**src/rtl/ped_request_pkg.sv**
```systemverilog
// Shared definitions for the pedestrian-request path (state encoding, 50 MHz timing).
// Latency: n/a (types and constants only).
// Backpressure: n/a.
package ped_request_pkg;

  // State encoding shared with the intersection controller
  typedef enum logic [1:0] {
    ST_IDLE    = 2'd0,
    ST_PENDING = 2'd1,
    ST_LOCKOUT = 2'd2
  } ped_state_t;

  // Timing derived from the 50 MHz system clock
  localparam int CLK_HZ           = 50_000_000;
  localparam int BLINK_HALF_50MHZ = CLK_HZ / 4;   // 250 ms half-period -> 2 Hz blink
  localparam int LOCKOUT_50MHZ    = CLK_HZ;       // 1 s lockout after service
  localparam int CNT_W_50MHZ      = 26;           // holds both constants above

endpackage

```
**src/rtl/ped_request_edge_detect_n.sv**
```systemverilog
// Falling-edge detector for a debounced active-low level.
// Latency: press is combinational from the sampled level and one registered history bit.
// Backpressure: none; press is a single-cycle qualifier the consumer must take or drop.
module edge_detect_n (
  input  logic clk_50_mhz,
  input  logic rst,
  input  logic sig_n,
  output logic press
);

  logic sig_prev;

  // History resets to 0 so a level held low through reset never looks like a new edge
  always_ff @(posedge clk_50_mhz or posedge rst) begin
    if (rst) begin
      sig_prev <= 1'b0;
    end else begin
      sig_prev <= sig_n;
    end
  end

  assign press = sig_prev & ~sig_n;

endmodule

```
**src/rtl/ped_request.sv**
```systemverilog
// Latches each button press into a held pedestrian request, blinks WAIT while pending, locks out after ack.
// Latency: req/press_pulse register one edge after the sampled falling edge (1-2 edges from btn_n fall).
// Backpressure: none; presses in LOCKOUT or coincident with ack are discarded.
module ped_request
  import ped_request_pkg::*;
#(
  parameter int BLINK_HALF     = BLINK_HALF_50MHZ,
  parameter int LOCKOUT_CYCLES = LOCKOUT_50MHZ,
  parameter int CNT_W          = CNT_W_50MHZ
) (
  input  logic       clk_50_mhz,
  input  logic       rst,
  input  logic       btn_n,
  input  logic       ack,
  output logic       req,
  output logic       wait_lamp,
  output logic       press_pulse,
  output logic [7:0] press_count
);

  localparam logic [CNT_W-1:0] BLINK_LAST = CNT_W'(BLINK_HALF - 1);
  localparam logic [CNT_W-1:0] LOCK_LOAD  = CNT_W'(LOCKOUT_CYCLES);

  ped_state_t       state;
  logic [CNT_W-1:0] timer;
  logic             press;

  edge_detect_n u_edge (
    .clk_50_mhz (clk_50_mhz),
    .rst        (rst),
    .sig_n      (btn_n),
    .press      (press)
  );

  // Request FSM; the single timer paces the blink while pending and counts down the lockout
  always_ff @(posedge clk_50_mhz or posedge rst) begin
    if (rst) begin
      state       <= ST_IDLE;
      req         <= 1'b0;
      wait_lamp   <= 1'b0;
      press_pulse <= 1'b0;
      press_count <= 8'd0;
      timer       <= '0;
    end else begin
      press_pulse <= 1'b0;
      case (state)
        ST_IDLE: begin
          if (press) begin
            state       <= ST_PENDING;
            req         <= 1'b1;
            press_pulse <= 1'b1;
            wait_lamp   <= 1'b1;
            timer       <= '0;
            if (press_count != 8'hFF) press_count <= press_count + 8'd1;
          end
        end
        ST_PENDING: begin
          if (ack) begin
            // ack wins over a coincident press: that press is dropped entirely
            state     <= ST_LOCKOUT;
            req       <= 1'b0;
            wait_lamp <= 1'b0;
            timer     <= LOCK_LOAD;
          end else begin
            if (press) begin
              press_pulse <= 1'b1;
              if (press_count != 8'hFF) press_count <= press_count + 8'd1;
            end
            if (timer == BLINK_LAST) begin
              wait_lamp <= ~wait_lamp;
              timer     <= '0;
            end else begin
              timer <= timer + CNT_W'(1);
            end
          end
        end
        ST_LOCKOUT: begin
          // Lasts LOCKOUT_CYCLES+1 cycles because the zero count is spent here too
          if (timer == '0) begin
            state <= ST_IDLE;
          end else begin
            timer <= timer - CNT_W'(1);
          end
        end
        default: begin
          state     <= ST_IDLE;
          req       <= 1'b0;
          wait_lamp <= 1'b0;
          timer     <= '0;
        end
      endcase
    end
  end

endmodule

```
**config.mk**
```make
export PLATFORM = sky130hd
export DESIGN_NAME = ped_request
export DESIGN_NICKNAME = d
export VERILOG_FILES = /design/src/rtl/ped_request_pkg.sv /design/src/rtl/ped_request_edge_detect_n.sv /design/src/rtl/ped_request.sv
export SDC_FILE = /design/constraint.sdc
export NUM_CORES = 1
export LEC_CHECK = 0
export CORE_MARGIN = 10
export CORE_UTILIZATION = 50
export DETAILED_ROUTE_END_ITERATION = 12
export HOLD_SLACK_MARGIN = 0.06
export PLACE_DENSITY_LB_ADDON = 0.3
export SYNTH_ARGS = -nofsm -noshare
export SYNTH_HDL_FRONTEND = slang
export SYNTH_HIERARCHICAL = 1
export SYNTH_SLANG_ARGS = --single-unit
```
**constraint.sdc**
```tcl
create_clock -name clk_50_mhz -period 3 [get_ports clk_50_mhz]
set_clock_uncertainty 0.15 [all_clocks]
set_input_delay 0.6 -clock clk_50_mhz [delete_from_list [all_inputs] [get_ports clk_50_mhz]]
set_output_delay 0.6 -clock clk_50_mhz [all_outputs]
set_load 0.01 [all_outputs]
```
==> flow_summary.toml <==
[cts]
postCtsHoldBufs = 0
resize_count_post_cts = 0
cts_inserted_buffers = 5
clock_sink_count = 40
clock_tree.htree_level_count = 2
clockRootBuffer = "sky130_fd_sc_hd__clkbuf_8"
post_cts_buffers = 0
tritoncts = "yes"
cts.path.max_buffers = 2
clock_latency_late_sink_ns = 0.31
clk_transition_reported_paths_ns = 0.09

[synthesis]
synth-seq-cells = 40
post_synth_instance_area_sq_mm = 0.003092
synth_enable_flop_cells = 0
synth_fp_nets = 388
synthesized_instance_count = 378
synth_async_sr_flop_share_pct = 100.0
ys_warn_count = 6
netlist-cell-type-count = 64
syn_avg_cell_area_sq_um = 8.179
synth.yosys.seq_area_share_pct = 32.38
synth_top_flop_cell = "sky130_fd_sc_hd__dfrtp_1"

[critical_path]
timing.rr.end = "timer[23]"
timing.critical_path.cells = "nand2_1 > or4_1 > nor4b_2 > xor2_1 > o21ai_0 > o311ai_0"
timing.critical_path.from_type = "flop"
critical_path_required_ns = 3.02
end_kind = "flop"
regToRegStartpoint = "timer[2]"
crit_fanout = 13
slowest_stage_cell_crit_path = "sky130_fd_sc_hd__or4_1"
critPathArrivalTime_ns = 2.64
r2r_setup_slack_ns = 0.38
ff2ff_path_depth = 6
worst_path_largest_cell_delay_ns = 0.75
criticalPathCategory = "reg2reg"

[global_routing]
via_count_of_the_first_global_routing_pass = 2948
overflow_left_after_global_routing = 0
all_layer_global_routing_usage_pct = 18.69
antenna_found_initial = 0
largest_net_degree_at_the_start_of_global_routing = 40
grt_pass1_wl_um = 15270

[power]
ir_drop_v = 0.0007374
leakagePower_nw = 1.390
power_per_standard_cell_area_mw_per_mm2 = 1250

[sta]
post_route_clock_period_utilization_pct = 87.28
final-hold-violation-count = 0
slew_headroom_pct = 60.48
setup_slack_ns = 0.3817
period_needed_ns = 2.618
setup_viol_count_final = 0
tightestPinTransition_ns = 0.5928
final-max-slew-violation-count = 0
final.setup.tns_ns = 0
max_freq_mhz = 381.9
rsz0062_at_grt = "no"
fin_worst_hold_slack_ns = 0.2945

[floorplan]
floorplan.core_area_sq_mm = 0.005956
die-area_sq_mm = 0.009729
boundaryPins = 15
std_cell_rows = 28
start_util_pct = 51.91
die_height_um = 98.64
chipWidth_um = 98.64

[drt]
drtAntennaViolNets = 0
route.detailed.wl_per_inst_um = 19.74
drtIter0Drc = 333
via_count = 3145
drc_violations = 0
route.final.wire_length_um = 9278
drt-vias-per-instance = 6.691
dr.pass1.iters = 8

[layout]
fin_util_pct = 58.36
area.growth.synth_to_final_pct = 12.42
fin_nets = 404
antenna_cells_inserted = 0
post_route_cells_drive_above_1_share_pct = 12.41
stdcell_count = 470

[placed_design]
finalWeightedCongestion = 0.9608
port_buffers = 14
hpwl_um = 6729
pre_cts_slack_ns = 0.4317
placed_cell_count = 462

[hold_path]
hold_class = "in2async"

[run]
number_of_max_capacitance_violations_reported = 0

[status]
outcome = "finished, final reports clean"
report_power, final:
group          internal (W)  switching, W  total [W]
registers          0.000728      0.000404    0.00113
logic               0.00115       0.00160    0.00274
clock network      0.000251      0.000220   0.000471
total               0.00212       0.00222    0.00435
flip-flops by register name (all words and copies together) (netlist names):
name	flops
u_edge/sig_prev	1
state	2
req	1
timer	26
press_pulse	1
wait_lamp	1
press_count	8
cell usage after synthesis, types with 5 or more instances:
library cell | instances | area share, %
sky130_fd_sc_hd__dfrtp_1 | 40 | 32
sky130_fd_sc_hd__o21ai_0 | 36 | 5.8
sky130_fd_sc_hd__nand2_1 | 34 | 4.1
sky130_fd_sc_hd__a21oi_1 | 24 | 3.9
sky130_fd_sc_hd__nor2_1 | 22 | 2.7
sky130_fd_sc_hd__inv_1 | 17 | 2.1
sky130_fd_sc_hd__buf_2 | 14 | 2.3
sky130_fd_sc_hd__nand3_1 | 13 | 2.1
sky130_fd_sc_hd__a31oi_1 | 12 | 2.4
sky130_fd_sc_hd__nand4_1 | 12 | 2.4
sky130_fd_sc_hd__nor3_1 | 12 | 1.9
sky130_fd_sc_hd__clkbuf_1 | 11 | 1.3
sky130_fd_sc_hd__xnor2_1 | 11 | 3.1
sky130_fd_sc_hd__nor4_1 | 10 | 2.0
sky130_fd_sc_hd__o22ai_1 | 9 | 1.8
sky130_fd_sc_hd__and3_1 | 7 | 1.4
sky130_fd_sc_hd__and2_1 | 6 | 1.2
sky130_fd_sc_hd__ha_1 | 6 | 2.4
sky130_fd_sc_hd__o31ai_1 | 5 | 1.2
cell type report:
class | count | area, sq um
Sequential cell | 40 | 1001
Tap cell | 75 | 93.84
Fill cell | 539 | 2480
Clock buffer | 5 | 68.82
Inverter | 17 | 63.81
Timing Repair Buffer | 37 | 312.8
Multi-Input combinational cell | 293 | 1889
Clock inverter | 3 | 46.29
cells by family after synthesis:
group / share of synthesized area [%]
DFF: 32.38
muxes: 1.052
AOI/OAI and AO/OA: 25.50
adders and majority gates: 2.428
buffers and inverters: 6.515
xor gates and xnor gates: 4.249
and+or+nand+nor: 27.88
critical path, delay by kind of cell (launching register included):
family          cells  cell delay (ns)
simple gates        3             1.29
compound gates      2             0.32
flops               1             0.62
xor+xnor            1             0.10
per-stage QoR:
stage                     instance area [sq um]  total power, W
after CTS                                  3476        0.004280
after detailed placement                   3361        0.003796
after floorplan                            3092        0.002886
after global placement                     3361        0.003775
final                                      3476        0.004346
after global routing                       3476        0.004634
cells in the final DEF (no fill, tap or decap), types with 13 or more instances in the layout:
| cell type | instances |
|---|---|
| sky130_fd_sc_hd__a21oi_1 | 24 |
| sky130_fd_sc_hd__nor2_1 | 22 |
| sky130_fd_sc_hd__inv_1 | 17 |
| sky130_fd_sc_hd__nand2_1 | 34 |
| sky130_fd_sc_hd__nand3_1 | 13 |
| sky130_fd_sc_hd__clkdlybuf4s50_1 | 14 |
| sky130_fd_sc_hd__o21ai_0 | 36 |
| sky130_fd_sc_hd__dfrtp_1 | 40 |
| sky130_fd_sc_hd__buf_4 | 23 |
worst max-delay path by stage:
stage | start | endpoint | slack [ns] | cells after the start
5_1_grt | timer[2] | timer[23] | 0.21 | 6
2_1_floorplan | timer[0] | timer[24] | 0.57 | 9
4_1_cts | timer[2] | timer[23] | 0.42 | 6
6_report | timer[2] | timer[23] | 0.38 | 6
3_3_place_gp | timer[2] | timer[23] | 0.44 | 6
3_5_place_dp | btn_n | timer[25] | 0.43 | 8
layer usage:
| layer | vias up | global-route usage, % | share of wire [%] |
|---|---|---|---|
| met5 | - | 0 | 0 |
| met4 | 0 | 7.497 | 2.7 |
| met3 | 25 | 4.749 | 9.5 |
| met2 | 192 | 28.09 | 44 |
| met1 | 1476 | 24.89 | 44 |
| li1 | 1452 | - | - |
(Power assumes the default switching activity.)
==> variant (config.mk and constraints unchanged) <==
Change the package constant `CNT_W_50MHZ` from 26 to 13.
--- a/src/rtl/ped_request_pkg.sv
+++ b/src/rtl/ped_request_pkg.sv
@@ -14,7 +14,7 @@
   localparam int CLK_HZ           = 50_000_000;
   localparam int BLINK_HALF_50MHZ = CLK_HZ / 4;   // 250 ms half-period -> 2 Hz blink
   localparam int LOCKOUT_50MHZ    = CLK_HZ;       // 1 s lockout after service
-  localparam int CNT_W_50MHZ      = 26;           // holds both constants above
+  localparam int CNT_W_50MHZ      = 13;           // holds both constants above
 
 endpackage
 
Behaviour: same outputs for any inputs over 10 cycles, from zero or initial values and one cycle with rst high; that may be too few to reach the edited logic, so the function may still have changed.
==> variant against the unedited design <==
Total power down 47%. Setup slack better by 110 ps. Cell count down 41%. Routed wire length is 51% lower. Final area down 39%. Sequential cell count is 13 lower. Utilization is 2.2 points lower. Area after synthesis is 36% lower. Non-clock buffer count is 18 lower. Highest routed layer unchanged.
==> variant: results (changes against the unedited design) <==
Iter 0 DRT Violations 232 (-30%); Power Sequential 0.722 mW (-36%); Pleak 0.8555 nW (-38%); detailed-route wire length per cell 16.44 um (-17%); number of buffers created by CTS 3 (-2); register area 675.6 um2 (-33%); Overall Global Routing Usage 12.80% (-5.9 points); Final period util 83.54% (-3.7 points); r2r setup slk 490 ps (+110 ps); First-pass DRT Iterations 5 (-3); overall routed net length 4538 um (-51%); number of library cell types mapped by synthesis 56 (-13%); Routability Congestion 0.9266 (-3.6%); Worst-Skew Late Latency 280 ps (-30 ps); layout cells sized above 1 10.09% (-2.3 points); placed cells 272 (-41%); CTS H-tree lvls 1 (-1); ranking of synthesized cells by area dfrtp_1 34%, xnor2_1 4.9%, o21ai_0 4.3%, ha_1 3.8%, nand4_1 3.2%; first-pass GRT wire length 7728 um (-49%); hpwl dp 3234 um (-52%); Max VDD drop 0.4745 mV (-36%); vias in the first global route 1580 (-46%); depth of the most critical reg-to-reg path 5 (-1); slew margin rel. 55.73% (-4.7 points); sequential fraction of the synthesis area 34.09% (+1.7 points); syn nets 229 (-41%); worst setup path endpoint timer[12]; pre-CTS setup slack 517.0 ps (+85.28 ps); Setup crit start timer[1]; clock share of power 9.6% (-1.2 points); outcome complete, no violations; routed length on met2 2073 um (-49%); Synth top cells by count 27 x dfrtp_1, 17 x o21ai_0, 15 x nand2_1; GR Util met3 4.199% (-0.55 points); nets 239 (-41%); fill cell count 366 (-32%); mean number of vias per cell 6.141 (-8.2%); Site Rows 22 (-21%); Met1 Routed Length 2009 um (-50%); met1 Track Usage GR 17.25% (-7.6 points); top flop regs timer x13, press_count x8, state x2; worst-path fanout max 9 (-4); grt met2 use 19.55% (-8.5 points)
## variant: kinds of logic (layout without fill, tap and decap cells)
| logic type | count (synthesis) | in the layout | synth area share (%) |
|---|---|---|---|
| simple gates | 86 | 86 | 25.38 |
| buf+inv | 28 | 37 | 11.05 |
| fa+ha+maj | 6 | 6 | 3.788 |
| flops | 27 | 27 | 34.09 |
| xor+xnor | 13 | 13 | 5.745 |
| mux | 4 | 4 | 2.146 |
| compound gates | 55 | 55 | 17.80 |
## variant: area by class of cell
cell class | instances | share of cell area (%)
Timing Repair Buffer | 19 | 8.447
Sequential cell | 27 | 32.12
Clock buffer | 3 | 1.963
Tap cell | 48 | 2.855
Inverter | 14 | 2.499
Clock inverter | 1 | 0.4164
Multi-Input combinational cell | 164 | 51.70
## variant: critical path: stages (launching register included)
cell	delay, ps
dfrtp_1	510
ha_1	280
nand4_1	250
o41ai_1	650
o21ai_0	190
a221o_1	360
